File: config.mk
export PLATFORM = sky130hd
export DESIGN_NAME = uart_bootloader
export DESIGN_NICKNAME = d
export VERILOG_FILES = /design/src/rtl/uart_bootloader.sv
export SDC_FILE = /design/constraint.sdc
export NUM_CORES = 1
export LEC_CHECK = 0
export ABC_CLOCK_PERIOD_IN_PS = 2900
export BUFFER_PORTS_ARGS = -buffer_cell sky130_fd_sc_hd__buf_2
export CORE_MARGIN = 2
export CORE_UTILIZATION = 53
export DETAILED_ROUTE_END_ITERATION = 10
export GPL_ROUTABILITY_DRIVEN = 0
export MAX_ROUTING_LAYER = met4
export PLACE_DENSITY = 0.82
export SETUP_SLACK_MARGIN = 0.1
export SLEW_MARGIN = 20
export SYNTH_ARGS = -nofsm -noshare
export SYNTH_HDL_FRONTEND = slang
export SYNTH_SLANG_ARGS = --single-unit
File: constraint.sdc
create_clock -name clk -period 2.9 [get_ports clk]
set_input_delay 0.145 -clock clk [delete_from_list [all_inputs] [get_ports clk]]
set_output_delay 0.145 -clock clk [all_outputs]
set_load 0.02 [all_outputs]
File: src/rtl/uart_bootloader.sv
// Target side of the host boot protocol: decodes 'W'rite / 'E'nd commands from the
// UART receiver, writes payload bytes to RAM over a 68k-style bus and replies with a checksum.
module uart_bootloader #(
  parameter int          ADDR_W    = 18,
  parameter logic [7:0]  CMD_WRITE = 8'h57,
  parameter logic [7:0]  CMD_END   = 8'h45,
  parameter logic [7:0]  NAK_BYTE  = 8'h3F,
  parameter logic [23:0] TIMEOUT   = 24'd1000000
) (
  input  logic              clk,
  input  logic              reset_n,
  input  logic [7:0]        rx_data,
  input  logic              rx_avail,
  output logic              rx_avail_clear,
  output logic [7:0]        tx_data,
  output logic              tx_start,
  input  logic              tx_active,
  output logic [ADDR_W-1:0] mem_addr,
  output logic [15:0]       mem_data_write,
  output logic              mem_uds,
  output logic              mem_lds,
  output logic              mem_rw,
  output logic              mem_req,
  input  logic              mem_ack,
  output logic              bootmode_active,
  output logic              bootmode_end_cmd,
  output logic [3:0]        o_dbg_state
);

  localparam logic [3:0] S_IDLE  = 4'd0;
  localparam logic [3:0] S_A2    = 4'd1;
  localparam logic [3:0] S_A1    = 4'd2;
  localparam logic [3:0] S_A0    = 4'd3;
  localparam logic [3:0] S_L1    = 4'd4;
  localparam logic [3:0] S_L0    = 4'd5;
  localparam logic [3:0] S_DATA  = 4'd6;
  localparam logic [3:0] S_MEMWR = 4'd7;
  localparam logic [3:0] S_SUM   = 4'd8;
  localparam logic [3:0] S_NAK   = 4'd9;
  localparam logic [3:0] S_END   = 4'd10;
  localparam logic [3:0] S_DONE  = 4'd11;

  localparam logic [23:0] TMO_LAST = TIMEOUT - 24'd1;

  logic [3:0]      r_state;
  logic [7:0]      r_sum;
  logic [ADDR_W:0] r_baddr;
  logic [15:0]     r_len;
  logic [23:0]     r_tmo;
  logic            r_rx_clear;
  logic            r_tx_start;
  logic [7:0]      r_tx_data;
  logic            r_mem_req;
  logic            r_mem_rw;
  logic            r_uds;
  logic            r_lds;
  logic [15:0]     r_wdata;
  logic            r_boot_active;
  logic            r_end_cmd;

  logic            w_timed;
  logic            w_rx_state;
  logic            w_consume;
  logic [15:0]     w_len_new;

  // Handshakes: an rx byte is taken when rx_avail=1 in a receiving state and no clear
  // pulse is already out; a bus cycle holds req and its qualifiers until mem_ack=1.
  assign w_timed    = (r_state >= S_A2) && (r_state <= S_DATA);
  assign w_rx_state = w_timed || (r_state == S_IDLE) || (r_state == S_DONE);
  assign w_consume  = w_rx_state && rx_avail && !r_rx_clear;
  assign w_len_new  = {r_len[7:0], rx_data};

  always_ff @(posedge clk or negedge reset_n) begin
    if (!reset_n) begin
      r_state       <= S_IDLE;
      r_sum         <= '0;
      r_baddr       <= '0;
      r_len         <= '0;
      r_tmo         <= '0;
      r_rx_clear    <= 1'b0;
      r_tx_start    <= 1'b0;
      r_tx_data     <= '0;
      r_mem_req     <= 1'b0;
      r_mem_rw      <= 1'b1;
      r_uds         <= 1'b0;
      r_lds         <= 1'b0;
      r_wdata       <= '0;
      r_boot_active <= 1'b1;
      r_end_cmd     <= 1'b0;
    end else begin
      r_rx_clear <= w_consume;
      r_tx_start <= 1'b0;
      r_end_cmd  <= 1'b0;
      case (r_state)
        S_IDLE: if (w_consume) begin
          if (rx_data == CMD_WRITE) begin
            r_state <= S_A2;
            r_sum   <= '0;
          end else if (rx_data == CMD_END) begin
            r_state <= S_END;
          end else begin
            r_state <= S_NAK;
          end
        end
        // Shifting all three address bytes through drops bits above the byte address width.
        S_A2, S_A1, S_A0: if (w_consume) begin
          r_baddr <= {r_baddr[ADDR_W-8:0], rx_data};
          r_state <= r_state + 4'd1;
        end
        S_L1: if (w_consume) begin
          r_len   <= w_len_new;
          r_state <= S_L0;
        end
        S_L0: if (w_consume) begin
          r_len   <= w_len_new;
          r_state <= (w_len_new == 16'd0) ? S_SUM : S_DATA;
        end
        S_DATA: if (w_consume) begin
          r_sum     <= r_sum + rx_data;
          r_wdata   <= {rx_data, rx_data};
          r_mem_req <= 1'b1;
          r_mem_rw  <= 1'b0;
          r_uds     <= ~r_baddr[0];
          r_lds     <= r_baddr[0];
          r_state   <= S_MEMWR;
        end
        S_MEMWR: if (mem_ack) begin
          r_mem_req <= 1'b0;
          r_mem_rw  <= 1'b1;
          r_uds     <= 1'b0;
          r_lds     <= 1'b0;
          r_baddr   <= r_baddr + 1'b1;
          r_len     <= r_len - 16'd1;
          r_state   <= (r_len == 16'd1) ? S_SUM : S_DATA;
        end
        S_SUM: if (!tx_active) begin
          r_tx_start <= 1'b1;
          r_tx_data  <= r_sum;
          r_sum      <= '0;
          r_state    <= S_IDLE;
        end
        S_NAK: if (!tx_active) begin
          r_tx_start <= 1'b1;
          r_tx_data  <= NAK_BYTE;
          r_state    <= S_IDLE;
        end
        S_END: begin
          r_end_cmd     <= 1'b1;
          r_boot_active <= 1'b0;
          r_state       <= S_DONE;
        end
        S_DONE: r_state <= S_DONE;
        default: r_state <= S_IDLE;
      endcase
      // Inter-byte watchdog; a consumed byte always wins over expiry in the same cycle.
      if (w_timed && !w_consume) begin
        if (r_tmo == TMO_LAST) begin
          r_tmo   <= '0;
          r_state <= S_IDLE;
        end else begin
          r_tmo <= r_tmo + 24'd1;
        end
      end else begin
        r_tmo <= '0;
      end
    end
  end

  assign rx_avail_clear   = r_rx_clear;
  assign tx_data          = r_tx_data;
  assign tx_start         = r_tx_start;
  assign mem_addr         = r_baddr[ADDR_W:1];
  assign mem_data_write   = r_wdata;
  assign mem_uds          = r_uds;
  assign mem_lds          = r_lds;
  assign mem_rw           = r_mem_rw;
  assign mem_req          = r_mem_req;
  assign bootmode_active  = r_boot_active;
  assign bootmode_end_cmd = r_end_cmd;
  assign o_dbg_state      = r_state;

endmodule

# ---- Yosys cells after proc, flatten, opt, wreduce, memory -nomap -nowiden
# Index checks and enable logic that the tools add are counted.
dict set report word_totals {
  register_bits 103
}
dict set report classes {
  add_sub_neg 5
  n_lt_le_gt_ge 2
  n_eq_ne 23
  n_mux 43
  bitwise 1
  n_reduce_logical 25
}
# operator count
set ops {}
lappend ops {{2-to-1 mux 24 bit} 2}
lappend ops {{2-to-1 mux 4 bit} 12}
lappend ops {{2-to-1 mux 8 bit} 6}
lappend ops {{2-to-1 mux 19 bit} 2}
lappend ops {{one-hot mux 19 bit (2 select lines)} 1}
lappend ops {{2-to-1 mux 16 bit} 2}
lappend ops {{one-hot mux 16 bit (2 select lines)} 1}
lappend ops {{one-hot mux 4 bit (8 select lines)} 1}
lappend ops {{adder 24 x 1 -> 24 bit, second input constant} 1}
lappend ops {{== test 24 x 20 -> 1 bit, second input constant} 1}
lappend ops {{one-hot mux 8 bit (3 select lines)} 1}
lappend ops {{adder 19 x 1 -> 19 bit, second input constant} 1}
lappend ops {{== test 16 x 1 -> 1 bit, second input constant} 1}
lappend ops {{== test 4 x 3 -> 1 bit, second input constant} 4}
lappend ops {{== test 4 bit, second input constant} 4}
lappend ops {{== test 8 x 7 -> 1 bit, second input constant} 2}
lappend ops {{logical NOT 16 bit} 1}
lappend ops {{one-hot mux 8 bit (2 select lines)} 1}
lappend ops {{subtractor 16 x 1 -> 16 bit, second input constant} 1}
lappend ops {{!= test 2 bit, second input constant} 6}
lappend ops {{AND reduction 3 bit} 4}
lappend ops {{2-to-1 mux 1 bit} 9}
lappend ops {{adder 8 bit} 1}
lappend ops {{== test 4 x 2 -> 1 bit, second input constant} 2}
lappend ops {{18 further kinds} 32}

# ---- Depth between registers and ports, before layout
dict set report depth {
  depth_word 10
  mapped_depth 11
  ltp_nobuf 10
}

# ---- Least setup slack after synthesis
# OpenSTA, ideal clock, no wires.
dict set report synth_timing {
  path_type {register to register}
  start {reg r_state[0] (netlist: o_dbg_state[0])}
  end {reg r_len[11]}
  setup_time_ns 0.121
  t_arrival_ns 2.128
  setup_slack_ns 0.651
  path_stages_with_launch 11
  path_buffers 2
  period_less_slack_ns 2.249
  cell_sequence {dfrtp_1 > inv_1 > ha_1 > buf_4 > and3b_2 > a211o_4 > clkinv_2 > o21ai_1 > buf_2 > a21o_1 > a22o_1}
}
dict set report synth_via {
  elab_chain_len 8
}
# element line
set synth_rtl {}
lappend synth_rtl {{from (decl)} 45} ;# logic [3:0] r_state;
lappend synth_rtl {{from (signal assigned)} 108} ;# r_state <= r_state + 4'd1;
lappend synth_rtl {{from (signal assigned)} 116} ;# r_state <= (w_len_new == 16'd0) ? S_SUM : S_DATA;
lappend synth_rtl {{from (signal assigned)} 134} ;# r_state <= (r_len == 16'd1) ? S_SUM : S_DATA;
lappend synth_rtl {{greater-or-equal comparator 4 x 1 -> 1 bit / <= comparator 4 x 3 -> 1 bit (equally long branches)} 68} ;# assign w_timed = (r_state >= S_A2) && (r_state <= S_DATA);
lappend synth_rtl {{logical AND 1 bit} 68}
lappend synth_rtl {{logical OR 1 bit} 69} ;# assign w_rx_state = w_timed || (r_state == S_IDLE) || (r_state == S_DONE);
lappend synth_rtl {{logical OR 1 bit *} 69}
lappend synth_rtl {{logical AND 1 bit * (2 in a row)} 70} ;# assign w_consume = w_rx_state && rx_avail && !r_rx_clear;
lappend synth_rtl {{named net w_consume} 63} ;# logic w_consume;
lappend synth_rtl {{!= test 2 x 1 -> 1 bit (no line) *} --}
lappend synth_rtl {{AND reduction 3 bit (no line) *} --}
lappend synth_rtl {{to (signal assigned)} 111} ;# r_len <= w_len_new;
lappend synth_rtl {{to (signal assigned)} 115} ;# r_len <= w_len_new;
lappend synth_rtl {{to (signal assigned)} 133} ;# r_len <= r_len - 16'd1;
lappend synth_rtl {{to (decl)} 48} ;# logic [15:0] r_len;
# The timed path passes the listed nets; every way through them passes the cells marked *.
# A chain may end at the register's enable or synchronous reset.

# ---- Final worst setup path
dict set report layout_timing {
  start {reg r_state[0] (netlist: o_dbg_state[0])}
  end {reg r_baddr[9]}
}
dict set report layout_via {
  elab_chain_len 8
}
# element line
set layout_rtl {}
lappend layout_rtl {{greater-or-equal comparator 4 x 1 -> 1 bit / <= comparator 4 x 3 -> 1 bit (equally long branches)} 68}
lappend layout_rtl {{logical AND 1 bit} 68}
lappend layout_rtl {{logical OR 1 bit} 69}
lappend layout_rtl {{logical OR 1 bit *} 69}
lappend layout_rtl {{logical AND 1 bit * (2 in a row)} 70}
lappend layout_rtl {{named net w_consume} 63}
lappend layout_rtl {{!= test 2 bit (no line) *} --}
lappend layout_rtl {{AND reduction 3 bit (no line) *} --}
lappend layout_rtl {{to (signal assigned)} 107} ;# r_baddr <= {r_baddr[ADDR_W-8:0], rx_data};
lappend layout_rtl {{to (signal assigned)} 132} ;# r_baddr <= r_baddr + 1'b1;
lappend layout_rtl {{to (decl)} 47} ;# logic [ADDR_W:0] r_baddr;
# Marked as above.

==> flow_metrics.tcl <==
set metrics [dict create \
    adder_cell_share_of_the_synthesized_area_pct 4.003 \
    dominant_combinational_cell_family_by_area_after_synthesis "simple AND/OR/NAND/NOR gates" \
    synth_cell_types 74 \
    die-height_um 108.7 \
    final.period_utilization_pct 88.02 \
    crit_required_ps 3170 \
    final-hold-violation-count 0 \
    initial_utilization_pct 53.87 \
    ir_drop_uv 521.2 \
    path_class "reg -> reg" \
    crit_arrival_ps 2820 \
    clk_pin_slew_ps 90 \
    worstSkewPairLatency_ps 380 \
    post_synth_instance_area_mm2 0.005814 \
    yosys_warnings 0 \
    initialDrtViolationCount 364 \
    avgViaCountPerCell 6.034 \
    multi_input_comb_area_mm2 0.002975 \
    clk_tree_root_cell "sky130_fd_sc_hd__clkbuf_8" \
    groute.usage.overall_pct 25.53 \
    fin_tns_setup_ps 0 \
    deepest_clock_path_buffer_count 2 \
    syn_to_final_growth_pct 7.768 \
    grt_pass1_vias 4783 \
    global_route_wire_length_before_repair_um 23060 \
    tritoncts "built" \
    cts_buffers 9 \
    synth-main-ff-cell "sky130_fd_sc_hd__dfrtp_1" \
    layout_min_cycle_time_ps 2552 \
    port_buffers 66 \
    crit_path_end_kind "flip-flop" \
    yosys_register_bits 95 \
    p_leak_nw 2.680 \
    worst_slew_margin_rel_pct 52.82 \
    postRouteWirelength_um 13730 \
    syn-num-nets 700 \
    tightest_slew_ps 707.6 \
    drc 0 \
    p_per_area_mw_per_mm2 781.9 \
    core_region_area_mm2 0.01079 \
    grt_setup_unrepaired "no" \
    fraction_of_final_layout_cells_sized_beyond_drive_strength_1_pct 16.88 \
    asyncSetResetFlopFracSynth_pct 100.0 \
    ff_latch_area_mm2 0.002380 \
    hpwl_um 9744 \
    maximum_number_of_pins_on_one_net_before_global_route_repair 55 \
    sequential_area_share_after_synthesis_pct 40.93 \
    detail_route.first_pass.iterations 5 \
    post_syn_instances 669 \
    cts.htree.levels 3 \
    boundaryPins 67 \
    fin_worst_skew_ps 10.24 \
    design.final.nets 731 \
    critPathLaunchType "flip-flop" \
    critical_path_peak_fanout 12 \
    min-delay-path-class "in -> reg" \
    run_status "finished, final reports clean" \
    syn_avg_cell_area_um2 8.691 \
    layout.filler_cells 945 \
    cap_viol_max_count 0 \
    synth_simple_gate_area_share_pct 23.00 \
    final.hold.worst_slack_ps 52.76 \
    via_count_of_the_routed_design 5099 \
    insertedDiodeCount 0 \
    synth_enable_flop_cells 0 \
    synth_xor_xnor_area_share_pct 3.615 \
    max_clock_freq_mhz 391.8 \
    die_outline_area_mm2 0.01182 \
    slew_viol_final 0 \
    die-width_um 108.7 \
    complex_gate_fraction_of_the_synthesized_area_pct 20.16 \
    postCtsSetupRepairBufs 0 \
    tritoncts_num_sinks 95 \
    post_synth_mux_area_share_pct 0.1722 \
    antenna_found_initial 0 \
    postRouteAntennaNets 0 \
    globalRouteOverflowTotal 0 \
    std_cell_rows 38 \
    setup_viol_count_final 0 \
    drt-wirelength-per-cell_um 16.24 \
]
## worst max-delay path, cell delays in order (launching register included)
cell	delay [ps]
sky130_fd_sc_hd__dfrtp_1	450
sky130_fd_sc_hd__inv_1	160
sky130_fd_sc_hd__ha_1	350
sky130_fd_sc_hd__and3b_2	270
sky130_fd_sc_hd__a211o_4	320
sky130_fd_sc_hd__clkinv_2	70
sky130_fd_sc_hd__buf_4	140
sky130_fd_sc_hd__a22o_2	290
sky130_fd_sc_hd__o21ai_0	140
sky130_fd_sc_hd__a22o_1	260
## where the power goes
| group | internal (mW) | leakage [nW] | total, mW | switching [mW] |
|---|---|---|---|---|
| registers | 1.64 | 1.22 | 2.07 | 0.431 |
| logic | 0.747 | 1.38 | 2.00 | 1.25 |
| clock network | 0.360 | 0.0848 | 0.835 | 0.475 |
| total | 2.74 | 2.68 | 4.90 | 2.15 |
## final timing paths
path | start | to | slack (ps) | cells after the start
worst min-delay path | rx_data[2] | mem_data_write[10] | 50 | 3
max in group asynchronous | reset_n | o_dbg_state[2] | 1900 | 3
worst min register to register | mem_rw | mem_rw | 480 | 2
worst max-delay path | o_dbg_state[0] | r_baddr[9] | 350 | 9
min in group asynchronous | reset_n | r_baddr[13] | 290 | 2
worst max register to register | o_dbg_state[0] | r_baddr[9] | 350 | 9
## through the flow
| step | cell area, µm² | instances | setup WS (ps) | utilization, % | total power [mW] |
|---|---|---|---|---|---|
| finish | 6266 | 845 | 347.5 | 58.06 | 4.899 |
| CTS | 6265 | 845 | 210.8 | 58.05 | 4.907 |
| global route | 6266 | 845 | 180.6 | 58.06 | 5.246 |
| detailed placement | 6065 | 828 | 83.21 | 56.19 | 4.056 |
| global placement | 6065 | 828 | 233.0 | 56.19 | 3.967 |
| floorplan | 5814 | 669 | 651.2 | - | 3.604 |
## flip-flops by register name, summed over array words and instances, names as in the netlist, 4 cells and up
register	flops
o_dbg_state	4
r_baddr	19
r_sum	8
r_tmo	24
tx_data	8
r_len	16
mem_data_write	8
## cell usage in the layout, fill, tap and decap left out, types with 4 or more instances in the layout
| cell type | synthesis | routed |
|---|---|---|
| sky130_fd_sc_hd__a21o_1 | 4 | 4 |
| sky130_fd_sc_hd__a21oi_1 | 48 | 48 |
| sky130_fd_sc_hd__a22o_1 | 5 | 4 |
| sky130_fd_sc_hd__a22oi_1 | 8 | 8 |
| sky130_fd_sc_hd__a31oi_1 | 4 | 4 |
| sky130_fd_sc_hd__buf_2 | 13 | 65 |
| sky130_fd_sc_hd__buf_4 | 28 | 11 |
| sky130_fd_sc_hd__clkbuf_8 | 3 | 11 |
| sky130_fd_sc_hd__dfrtp_1 | 93 | 93 |
| sky130_fd_sc_hd__ha_1 | 17 | 17 |
| sky130_fd_sc_hd__inv_1 | 23 | 23 |
| sky130_fd_sc_hd__nand2_1 | 73 | 73 |
| sky130_fd_sc_hd__nand2b_1 | 6 | 6 |
| sky130_fd_sc_hd__nand3_1 | 28 | 28 |
| sky130_fd_sc_hd__nand4_1 | 9 | 9 |
| sky130_fd_sc_hd__nor2_1 | 81 | 81 |
| sky130_fd_sc_hd__nor2b_1 | 7 | 7 |
| sky130_fd_sc_hd__nor3_1 | 20 | 20 |
| sky130_fd_sc_hd__nor4_1 | 6 | 5 |
| sky130_fd_sc_hd__o211ai_1 | 5 | 5 |
| sky130_fd_sc_hd__o21ai_0 | 47 | 47 |
| sky130_fd_sc_hd__o21ai_1 | 5 | 4 |
| sky130_fd_sc_hd__o22a_1 | 6 | 6 |
| sky130_fd_sc_hd__o22ai_1 | 9 | 9 |
| sky130_fd_sc_hd__o2bb2ai_1 | 5 | 5 |
| sky130_fd_sc_hd__o31ai_1 | 4 | 4 |
| sky130_fd_sc_hd__or3_1 | 9 | 9 |
| sky130_fd_sc_hd__xnor2_1 | 13 | 13 |
| sky130_fd_sc_hd__xor2_1 | 11 | 11 |
## routing by layer
metal	global-route usage, %	part of all wire, %	vias to the layer above
met5	-	0	-
met4	8.516	1.8	0
met3	5.798	4.5	28
met2	40.00	49	151
met1	32.91	44	2491
li1	-	-	2429
## cell usage after synthesis, types with 13 or more instances
cell	n	area share, %
sky130_fd_sc_hd__buf_2	13	1.1
sky130_fd_sc_hd__nor2_1	81	5.2
sky130_fd_sc_hd__inv_1	23	1.5
sky130_fd_sc_hd__xnor2_1	13	2.0
sky130_fd_sc_hd__ha_1	17	3.7
sky130_fd_sc_hd__a21oi_1	48	4.1
sky130_fd_sc_hd__nor3_1	20	1.7
sky130_fd_sc_hd__nand3_1	28	2.4
sky130_fd_sc_hd__buf_4	28	3.6
sky130_fd_sc_hd__o21ai_0	47	4.0
sky130_fd_sc_hd__clkbuf_1	14	0.90
sky130_fd_sc_hd__dfrtp_1	93	40
sky130_fd_sc_hd__nand2_1	73	4.7
## kinds of logic after synthesis
kind of cell / count (synthesis)
XOR/XNOR: 24
multiplexers: 1
flip-flops: 95
adder cells (fa/ha/maj): 18
AO/OA/AOI/OAI: 179
buffers and inverters: 83
AND/OR/NAND/NOR: 269
## final cells by class
cell class	instances	share of cell area (%)
Inverter	24	1.458
Sequential cell	95	37.98
Clock inverter	4	0.4992
Timing Repair Buffer	79	7.308
Clock buffer	12	2.476
Tap cell	140	2.796
Multi-Input combinational cell	491	47.48
## what timing repair did
item                       in CTS  in global routing
hold buffers                    1                  0
pin swaps                       0                  0
setup endpoints to repair       1                  6
resized for setup               1                  1
hold endpoints to repair       39                  0
Power figures use the tool's default switching activity.
